File: src/rtl/fpu_wb_queue.sv
// Result FIFO between the FPU output packer and the FP register-file write port.
// Define FPU_NANBOX_CHECK_EN to enable the NaN-box check on enqueue (BoxErr tied to 0 otherwise).
module fpu_wb_queue #(
    parameter int unsigned FLEN    = 64,
    parameter int unsigned FMTBITS = 2,
    parameter int unsigned DEPTH   = 2
) (
    input  logic               clk,
    input  logic               reset_n,
    input  logic               InValid,
    output logic               InReady,
    input  logic [FLEN-1:0]    InResult,
    input  logic [FMTBITS-1:0] InFmt,
    input  logic [4:0]         InRd,
    input  logic [4:0]         InFlags,
    output logic               WbValid,
    input  logic               WbReady,
    output logic [FLEN-1:0]    WbResult,
    output logic [4:0]         WbRd,
    input  logic               Flush,
    output logic [4:0]         FFlags,
    input  logic               FFlagsWe,
    input  logic [4:0]         FFlagsWrData,
    input  logic [4:0]         RdQuery,
    output logic               RdHit,
    output logic               BoxErr
);

    localparam int unsigned AW = $clog2(DEPTH);
    localparam int unsigned PW = AW + 1;

    logic [PW-1:0]      wr_ptr_q, wr_ptr_d;
    logic [PW-1:0]      rd_ptr_q, rd_ptr_d;
    logic [PW-1:0]      count;
    logic [AW-1:0]      wr_idx, rd_idx;
    logic               full, empty, enq, deq;

    logic [FLEN-1:0]    res_q   [DEPTH];
    logic [FLEN-1:0]    res_d   [DEPTH];
    logic [FMTBITS-1:0] fmt_q   [DEPTH];
    logic [FMTBITS-1:0] fmt_d   [DEPTH];
    logic [4:0]         rd_q    [DEPTH];
    logic [4:0]         rd_d    [DEPTH];
    logic [4:0]         flags_q [DEPTH];
    logic [4:0]         flags_d [DEPTH];

    logic [4:0]         fflags_q, fflags_d;
    logic [4:0]         head_flags;
    logic [FLEN-1:0]    store_result;
    logic               unused_fmt;

    assign wr_idx = wr_ptr_q[AW-1:0];
    assign rd_idx = rd_ptr_q[AW-1:0];
    assign count  = wr_ptr_q - rd_ptr_q;
    assign empty  = (wr_ptr_q == rd_ptr_q);
    assign full   = (wr_idx == rd_idx) && (wr_ptr_q[AW] != rd_ptr_q[AW]);

    // No bypass: a same-cycle dequeue does not open a slot when full.
    assign InReady = !full;
    assign WbValid = !empty;

    // Flush kills both handshakes so neither storage nor fflags see them.
    assign enq = InValid && InReady && !Flush;
    assign deq = WbValid && WbReady && !Flush;

    assign WbResult   = res_q[rd_idx];
    assign WbRd       = rd_q[rd_idx];
    assign head_flags = flags_q[rd_idx];
    assign FFlags     = fflags_q;

    always_comb begin
        wr_ptr_d = wr_ptr_q;
        rd_ptr_d = rd_ptr_q;
        if (Flush) begin
            wr_ptr_d = '0;
            rd_ptr_d = '0;
        end else begin
            if (enq) begin
                wr_ptr_d = wr_ptr_q + PW'(1);
            end
            if (deq) begin
                rd_ptr_d = rd_ptr_q + PW'(1);
            end
        end
    end

    always_comb begin
        fflags_d = (FFlagsWe ? FFlagsWrData : fflags_q) | (deq ? head_flags : 5'b0);
    end

    always_comb begin
        res_d   = res_q;
        fmt_d   = fmt_q;
        rd_d    = rd_q;
        flags_d = flags_q;
        if (enq) begin
            res_d[wr_idx]   = store_result;
            fmt_d[wr_idx]   = InFmt;
            rd_d[wr_idx]    = InRd;
            flags_d[wr_idx] = InFlags;
        end
    end

    // Entry i is live when its distance from the head is below the occupancy.
    always_comb begin
        RdHit = 1'b0;
        for (int unsigned i = 0; i < DEPTH; i++) begin
            if (({1'b0, AW'(i) - rd_idx} < count) && (rd_q[i] == RdQuery)) begin
                RdHit = 1'b1;
            end
        end
    end

    // Stored format is carried for completeness but never read back.
    always_comb begin
        unused_fmt = 1'b0;
        for (int unsigned i = 0; i < DEPTH; i++) begin
            unused_fmt = unused_fmt ^ (^fmt_q[i]);
        end
    end

    always_ff @(posedge clk or negedge reset_n) begin
        if (!reset_n) begin
            wr_ptr_q <= '0;
            rd_ptr_q <= '0;
            fflags_q <= '0;
            for (int unsigned i = 0; i < DEPTH; i++) begin
                res_q[i]   <= '0;
                fmt_q[i]   <= '0;
                rd_q[i]    <= '0;
                flags_q[i] <= '0;
            end
        end else begin
            wr_ptr_q <= wr_ptr_d;
            rd_ptr_q <= rd_ptr_d;
            fflags_q <= fflags_d;
            res_q    <= res_d;
            fmt_q    <= fmt_d;
            rd_q     <= rd_d;
            flags_q  <= flags_d;
        end
    end

`ifdef FPU_NANBOX_CHECK_EN
    logic [FLEN-1:0] upper_mask;
    logic [FLEN-1:0] canon_nan;
    logic [127:0]    qnan;
    int unsigned     fmt_len;
    logic            malformed;
    logic            box_err_q, box_err_d;

    always_comb begin
        fmt_len = 128;
        qnan    = '0;
        case (InFmt)
            FMTBITS'(0): begin
                fmt_len = 32;
                qnan    = 128'h7FC0_0000;
            end
            FMTBITS'(1): begin
                fmt_len = 64;
                qnan    = 128'h7FF8_0000_0000_0000;
            end
            FMTBITS'(2): begin
                fmt_len = 16;
                qnan    = 128'h7E00;
            end
            default: ;
        endcase
        upper_mask = '0;
        for (int unsigned j = 0; j < FLEN; j++) begin
            upper_mask[j] = (j >= fmt_len);
        end
        canon_nan    = upper_mask | qnan[FLEN-1:0];
        malformed    = (fmt_len < FLEN) && ((InResult & upper_mask) != upper_mask);
        store_result = malformed ? canon_nan : InResult;
        // enq already excludes Flush, so a flushed bad box leaves BoxErr alone.
        box_err_d    = box_err_q | (enq & malformed);
    end

    always_ff @(posedge clk or negedge reset_n) begin
        if (!reset_n) begin
            box_err_q <= 1'b0;
        end else begin
            box_err_q <= box_err_d;
        end
    end

    assign BoxErr = box_err_q;
`else
    assign store_result = InResult;
    assign BoxErr       = 1'b0;
`endif

endmodule
File: config.mk
export PLATFORM = sky130hd
export DESIGN_NAME = fpu_wb_queue
export DESIGN_NICKNAME = d
export VERILOG_FILES = /design/src/rtl/fpu_wb_queue.sv
export SDC_FILE = /design/constraint.sdc
export NUM_CORES = 1
export LEC_CHECK = 0
export BUFFER_PORTS_ARGS = -buffer_cell sky130_fd_sc_hd__buf_2
export CAP_MARGIN = 20
export CELL_PAD_IN_SITES_DETAIL_PLACEMENT = 2
export CELL_PAD_IN_SITES_GLOBAL_PLACEMENT = 2
export CORE_MARGIN = 8
export CORE_UTILIZATION = 33
export CTS_CLUSTER_DIAMETER = 100
export DETAILED_ROUTE_END_ITERATION = 10
export PLACE_DENSITY_LB_ADDON = 0.1
export SLEW_MARGIN = 20
export SYNTH_ARGS = -nofsm -noshare
export SYNTH_HDL_FRONTEND = slang
export SYNTH_SLANG_ARGS = --single-unit
File: constraint.sdc
create_clock -name clk -period 2.38 [get_ports clk]
set_clock_uncertainty 0.15 [all_clocks]
set_input_delay 0.238 -clock clk [delete_from_list [all_inputs] [get_ports clk]]
set_output_delay 0.238 -clock clk [all_outputs]
set_load 0.02 [all_outputs]
==> results.py, run 1 <==
metrics = {
    "run_status": {
        "run_status": "finished, final reports clean",
    },
    "timing": {
        "min_period_over_period": 0.954,
        "timing.final.crit_period_ns": 2.27,
        "worst_slew_slack_as_a_fraction_of_its_limit": 0.569,
        "hold_viol_final": 0,
        "rsz0062_at_grt": "false",
        "final_setup_tns_ns": 0,
        "final-max-slew-violation-count": 0,
        "clock.fmax_ghz": 0.441,
        "timing_worst_slew_pin_value_ns": 0.646,
        "setup_violations": 0,
    },
    "synthesis": {
        "ys_seq_area_frac": 0.558,
        "synth_warnings": 0,
        "postSynthNetCount": 559,
        "synth.most_common_cell": "sky130_fd_sc_hd__mux2_2",
        "synth_top_cells_by_count": "sky130_fd_sc_hd__mux2_2, sky130_fd_sc_hd__dfrtp_1, sky130_fd_sc_hd__mux2_1",
        "library_cell_with_the_largest_summed_area_after_synthesis": "sky130_fd_sc_hd__dfrtp_1",
        "netlist-cell-type-count": 28,
        "synthFlopType": "sky130_fd_sc_hd__dfrtp_1",
        "synth_area_leaders": "sky130_fd_sc_hd__dfrtp_1, sky130_fd_sc_hd__mux2_2, sky130_fd_sc_hd__mux2_1, sky130_fd_sc_hd__buf_6, sky130_fd_sc_hd__mux2i_1",
        "synth.ff_latch_count": 157,
        "synth_top_area_share": 0.558,
        "ys_async_sr_fraction": 1.00,
        "cells_after_synthesis": 464,
        "syn_area_per_cell_sq_um": 15.2,
        "synth.cell_area_sq_um": 7040,
        "number_of_enable_flip_flop_cells_after_synthesis": 0,
    },
    "final_layout": {
        "area_of_the_multi_input_gates_sq_um": 2920,
        "finish.instance_area_sq_um": 9700,
        "fin_nets": 818,
        "n_antenna_cell": 0,
        "final_layout_size_suffix_gt1_frac": 0.531,
        "fill_cells": 2083,
        "seq_area_sq_um": 3940,
        "syn_to_final_growth_pct": 37.7,
    },
    "place": {
        "dp.final_hpwl_mm": 13.1,
        "place.gp.congestion": 0.717,
        "count_of_input_and_output_buffers": 166,
        "placement.cell_area_sq_um": 8250,
    },
    "route": {
        "finalWirelength_mm": 19.6,
        "route.detailed.wl_per_inst_um": 19.4,
        "drc_errors": 0,
        "drt-pass1-iter-count": 3,
        "dr.first_iter.drc_count": 133,
        "antenna_left": 0,
        "via_count": 4757,
        "route.detailed.vias_per_inst": 4.71,
    },
    "job": {
        "timing.max_cap.violations": 0,
    },
    "die": {
        "die_h_um": 162,
        "placement_rows": 53,
        "boundaryPins": 170,
        "die_area_sq_um": 26300,
        "initial_core_util": 0.336,
        "core_area_sq_um": 21000,
        "die_width_um": 162,
    },
    "cts": {
        "worst_setup_hold_path_clk_slew_ns": 0.06,
        "tritoncts": "built",
        "cts_made_buffers": 17,
        "cts_htree_levels": 4,
        "clock_sink_count": 157,
        "clk-insertion-delay-late_ns": 0.41,
        "cts.path.max_buffers": 2,
        "cts-root-buf": "sky130_fd_sc_hd__clkbuf_16",
    },
    "global_routing": {
        "grt.overflow.total": 0,
        "grt_util_met3": 0.0473,
        "grt_start_max_net_pins": 65,
        "met1_layer_usage_reported_by_global_route": 0.163,
        "grt_busiest_layer": "met2",
        "grt_pass1_vias": 5859,
        "grt_use_met2": 0.284,
        "antenna_violations_before_repair": 0,
        "grtUsageTotal": 0.154,
        "grt_pass1_wl_mm": 31.7,
    },
    "power": {
        "total_power_uw": 11400,
        "static-leakage-power_uw": 0.00427,
        "powerDensity_nw_per_um2": 1170,
        "peakVddDrop_v": 0.000500,
    },
    "critical_path": {
        "crit_arrival_ns": 1.88,
        "critical_path.endpoint_type": "primary output",
        "cp_slowest_stage_delay_ns": 0.44,
        "start_kind": "flop",
        "critical_path_peak_fanout": 4,
        "critical_path_class": "flop to primary output",
        "cp_slowest_cell": "sky130_fd_sc_hd__dfrtp_2",
        "rr_startpoint": "rd_ptr_q[0]",
        "cp.required_ns": 1.99,
        "setup.worst_path.start": "wr_ptr_q[1]",
        "timing.critical_path.cells": "xor2_4 > inv_1 > ha_1 > o32ai_1 > buf_2",
    },
    "worst_hold_path": {
        "hp-class": "primary input to flop",
        "hold_path.startpoint": "Flush",
    },
}
## repair_timing
| action | CTS | global route |
|---|---|---|
| endpoints found under the setup margin | 44 | 10 |
| hold endpoints to repair | 215 | 0 |
| pin swaps | 1 | 1 |
| buffers inserted | 1 | 1 |
| hold buffers | 84 | 0 |
| resized for setup | 7 | 3 |
## path summary, 6_finish.rpt
check / endpoint / slack (ns) / cells past startpoint
max in group asynchronous: res_q[53] / 1.12 / 3
min in group asynchronous: FFlags[1] / 0.23 / 2
min reg2reg: res_q[122] / 0.34 / 1
max reg2reg: res_q[124] / 0.15 / 5
min: wr_ptr_q[1] / 0.02 / 2
max: RdHit / 0.11 / 5
## power by group
part	switching (uW)	total (uW)	internal [uW]
clock network	1090	2570	1480
registers	595	4390	3800
logic	2220	4390	2170
## layout make-up
class | instances | share of cell area
Multi-Input combinational cell | 272 | 0.301
Inverter | 6 | 0.00232
Timing Repair Buffer | 269 | 0.198
Clock inverter | 10 | 0.00968
Tap cell | 275 | 0.0355
Clock buffer | 20 | 0.0471
Sequential cell | 157 | 0.406
## registers in the layout, indices dropped and copies added (netlist names)
signal,cells
res_q,128
flags_q,10
rd_q,10
FFlags,5
rd_ptr_q,2
wr_ptr_q,2
## per-layer routing
layer / vias up / wire (um)
met5: - / 0
met4: 0 / 297
met3: 25 / 1150
met2: 113 / 10600
met1: 2458 / 7530
li1: 2161 / -
## logic make-up after synthesis
family,after synthesis,synth area share
simple gates,11,0.00711
mux,229,0.364
flops,157,0.558
compound gates,17,0.0176
buf+inv,35,0.0323
xor+xnor,11,0.0148
other cells,1,0.000533
fa+ha+maj,3,0.00533
## stage by stage
step,utilization,hold WS (ns),std cells,setup WS (ns)
after floorplan,-,-0.208,464,0.0815
after global placement,0.394,0.126,893,0.116
after detailed placement,0.394,0.139,893,0.0673
after CTS,0.462,0.00285,1008,0.0322
after global routing,0.463,0.0278,1009,0.00728
final,0.463,0.0240,1009,0.111
## cells in the final DEF, fill, tap and decap left out, types with 3 or more instances in the layout
master and count:
sky130_fd_sc_hd__buf_2 165, sky130_fd_sc_hd__nor2_1 3, sky130_fd_sc_hd__inv_1 6, sky130_fd_sc_hd__clkbuf_16 17, sky130_fd_sc_hd__clkinvlp_4 3, sky130_fd_sc_hd__xnor2_1 9
sky130_fd_sc_hd__mux2i_1 11, sky130_fd_sc_hd__buf_12 8, sky130_fd_sc_hd__clkinv_2 3, sky130_fd_sc_hd__mux2_1 49, sky130_fd_sc_hd__buf_4 10, sky130_fd_sc_hd__dlygate4sd3_1 84
sky130_fd_sc_hd__clkinv_4 3, sky130_fd_sc_hd__a21oi_1 5, sky130_fd_sc_hd__o21ai_0 5, sky130_fd_sc_hd__dfrtp_1 154, sky130_fd_sc_hd__nand2_1 4, sky130_fd_sc_hd__mux2_2 169
## critical path, delay by kind of cell, from the launching register on
| kind | cells | cell delay [ns] |
|---|---|---|
| buffers and inverters | 2 | 0.33 |
| AO/OA/AOI/OAI | 1 | 0.32 |
| adder cells (fa/ha/maj) | 1 | 0.21 |
| flip-flops | 1 | 0.44 |
| XOR/XNOR | 1 | 0.17 |
Power figures use the tool's default switching activity.
==> run 2, diff against run 1 <==
- CORE_MARGIN: 8 -> 2
- HOLD_SLACK_MARGIN: not set -> 0.1
==> run 2 against run 1 <==
Cell count up 0.50%. Worst setup slack got worse by 0.010 ns. Clock-buffer cell count rose by 2. Combinational power rose by 0.9%. Utilization is 0.54 points higher. Register-to-register slack got worse by 0.05 ns. Via count grew 0.59%. Global-route usage increased by 2.6 points. Total power increased by 1.2%. Highest routed layer unchanged. Sequential share of layout area decreased by 0.47 points. Worst hold slack improved by 0.11 ns. Clock power increased by 4%.
==> results.py, run 2 (synthesis results as in run 1) <==
metrics = {
    "timing": {
        "final_setup_tns_ns": 0,
        "rsz0062_at_grt": "false",
        "clock.fmax_ghz": 0.439,
        "hold_viol_final": 0,
        "setup_violations": 0,
        "final-max-slew-violation-count": 0,
        "min_period_over_period": 0.958,
        "timing.final.crit_period_ns": 2.28,
    },
    "critical_path": {
        "start_kind": "flop",
        "critical_path_peak_fanout": 17,
        "crit_arrival_ns": 2.43,
        "critical_path_class": "flop to flop",
        "cp.required_ns": 2.53,
        "critical_path.endpoint_type": "flop",
    },
    "place": {
        "dp.final_hpwl_mm": 11.7,
        "placed_cells": 890,
        "count_of_input_and_output_buffers": 166,
        "place.gp.congestion": 0.758,
    },
    "final_layout": {
        "final_common_cell": "sky130_fd_sc_hd__mux2_2",
        "fill_cells": 2080,
        "fin_nets": 821,
        "n_antenna_cell": 0,
        "highest_count_cells_in_the_layout_ignoring_fill_and_taps": "sky130_fd_sc_hd__mux2_2, sky130_fd_sc_hd__buf_2, sky130_fd_sc_hd__dfrtp_1, sky130_fd_sc_hd__dlygate4sd3_1, sky130_fd_sc_hd__mux2_1",
        "finalNonFillerCells": 1014,
        "final_layout_size_suffix_gt1_frac": 0.530,
        "largest-register": "res_q",
        "reg_top3": "res_q: 128 flops, flags_q: 10 flops, rd_q: 10 flops",
        "syn_to_final_growth_pct": 39.3,
        "largest_register_ffs": 128,
    },
    "route": {
        "finalWirelength_mm": 19.0,
        "route.detailed.wl_per_inst_um": 18.7,
        "drt-pass1-iter-count": 4,
        "via_count": 4785,
        "drc_errors": 0,
        "route.detailed.vias_per_inst": 4.72,
        "dr.first_iter.drc_count": 127,
        "antenna_left": 0,
    },
    "die": {
        "core_area_sq_um": 21000,
        "initial_core_util": 0.336,
        "die_area_sq_um": 22500,
        "die_width_um": 150,
        "die_h_um": 150,
        "boundaryPins": 170,
        "placement_rows": 53,
    },
    "cts": {
        "cts.path.max_buffers": 2,
        "cts_made_buffers": 17,
        "cts_htree_levels": 4,
        "clock_sink_count": 157,
        "cts-root-buf": "sky130_fd_sc_hd__clkbuf_16",
        "tritoncts": "built",
        "clk-insertion-delay-late_ns": 0.41,
        "worst_setup_hold_path_clk_slew_ns": 0.06,
    },
    "power": {
        "peakVddDrop_v": 0.000525,
        "static-leakage-power_uw": 0.00432,
        "powerDensity_nw_per_um2": 1170,
    },
    "global_routing": {
        "grt_pass1_vias": 5695,
        "grt.overflow.total": 0,
        "grtUsageTotal": 0.181,
        "antenna_violations_before_repair": 0,
        "grt_start_max_net_pins": 63,
        "grt_pass1_wl_mm": 31.1,
    },
    "job": {
        "timing.max_cap.violations": 0,
    },
    "worst_hold_path": {
        "hp-class": "primary input to flop",
    },
    "run_status": {
        "run_status": "finished, final reports clean",
    },
}
run 2: cell types whose count changed in the layout (fill, tap and decap cells not counted), moves of 2 or more:
cell,before,now
sky130_fd_sc_hd__buf_4,10,7
sky130_fd_sc_hd__clkinv_4,3,5
sky130_fd_sc_hd__inv_1,6,4
sky130_fd_sc_hd__inv_2,0,2
sky130_fd_sc_hd__dlygate4sd3_1,84,89
sky130_fd_sc_hd__clkinv_2,3,0
sky130_fd_sc_hd__inv_6,0,2
run 2: final timing paths:
check                            startpoint           to  slack [ns]  depth (start not counted)
worst max register to register  wr_ptr_q[1]   res_q[127]        0.10                          6
min in group asynchronous           reset_n    FFlags[3]        0.18                          2
max in group asynchronous           reset_n     res_q[1]        1.17                          3
worst min-delay path                  Flush  wr_ptr_q[0]        0.14                          3
worst max-delay path            wr_ptr_q[1]   res_q[127]        0.10                          6
worst min register to register   res_q[108]   res_q[108]        0.33                          1
run 2: repair_timing:
item                                   in CTS  in global routing
hold buffers                               89                  0
cloned                                      1                  0
resized for setup                           6                  4
pin swaps                                   1                  0
endpoints found under the hold margin     313                  0
setup endpoints to repair                   2                 45
setup buffers                               1                  1
run 2: cell type report:
| type | instances | area (sq um) | share of cell area |
|---|---|---|---|
| Clock inverter | 10 | 106 | 0.0108 |
| Sequential cell | 157 | 3940 | 0.401 |
| Timing Repair Buffer | 272 | 2000 | 0.204 |
| Multi-Input combinational cell | 272 | 2930 | 0.298 |
| Tap cell | 275 | 344 | 0.0351 |
| Inverter | 6 | 22.5 | 0.00230 |
| Clock buffer | 22 | 474 | 0.0483 |
run 2: critical path: stages (launching register included):
cell and delay (ns):
sky130_fd_sc_hd__dfrtp_2 0.46, sky130_fd_sc_hd__xor2_4 0.20, sky130_fd_sc_hd__buf_4 0.17, sky130_fd_sc_hd__a2111oi_4 0.43, sky130_fd_sc_hd__buf_4 0.22, sky130_fd_sc_hd__buf_12 0.17, sky130_fd_sc_hd__mux2_2 0.35
run 2: report_power, final:
part | switching (uW) | total [uW] | internal [uW]
clock network | 1120 | 2660 | 1540
registers | 609 | 4410 | 3800
logic | 2220 | 4430 | 2210
run 2: metrics by stage:
stage / setup WS (ns) / utilization / total power [uW] / hold WS [ns] / instance area, sq um
after floorplan: 0.0815 / - / 7230 / -0.208 / 7040
after global placement: 0.0540 / 0.394 / 8380 / 0.0619 / 8250
after detailed placement: 0.0200 / 0.394 / 8660 / 0.0666 / 8250
after CTS: 0.0231 / 0.467 / 11600 / 0.107 / 9790
after global routing: 0.00757 / 0.468 / 12300 / 0.137 / 9810
final: 0.100 / 0.468 / 11500 / 0.138 / 9810
run 2: metal layers:
| layer | routed length (um) | GRT usage | part of all wire | up-vias |
|---|---|---|---|---|
| met4 | 353 | 0.0623 | 0.019 | 0 |
| li1 | - | - | - | 2176 |
| met1 | 7760 | 0.213 | 0.41 | 2471 |
| met3 | 995 | 0.0491 | 0.052 | 22 |
| met5 | 0 | 0 | 0 | - |
| met2 | 9840 | 0.317 | 0.52 | 116 |
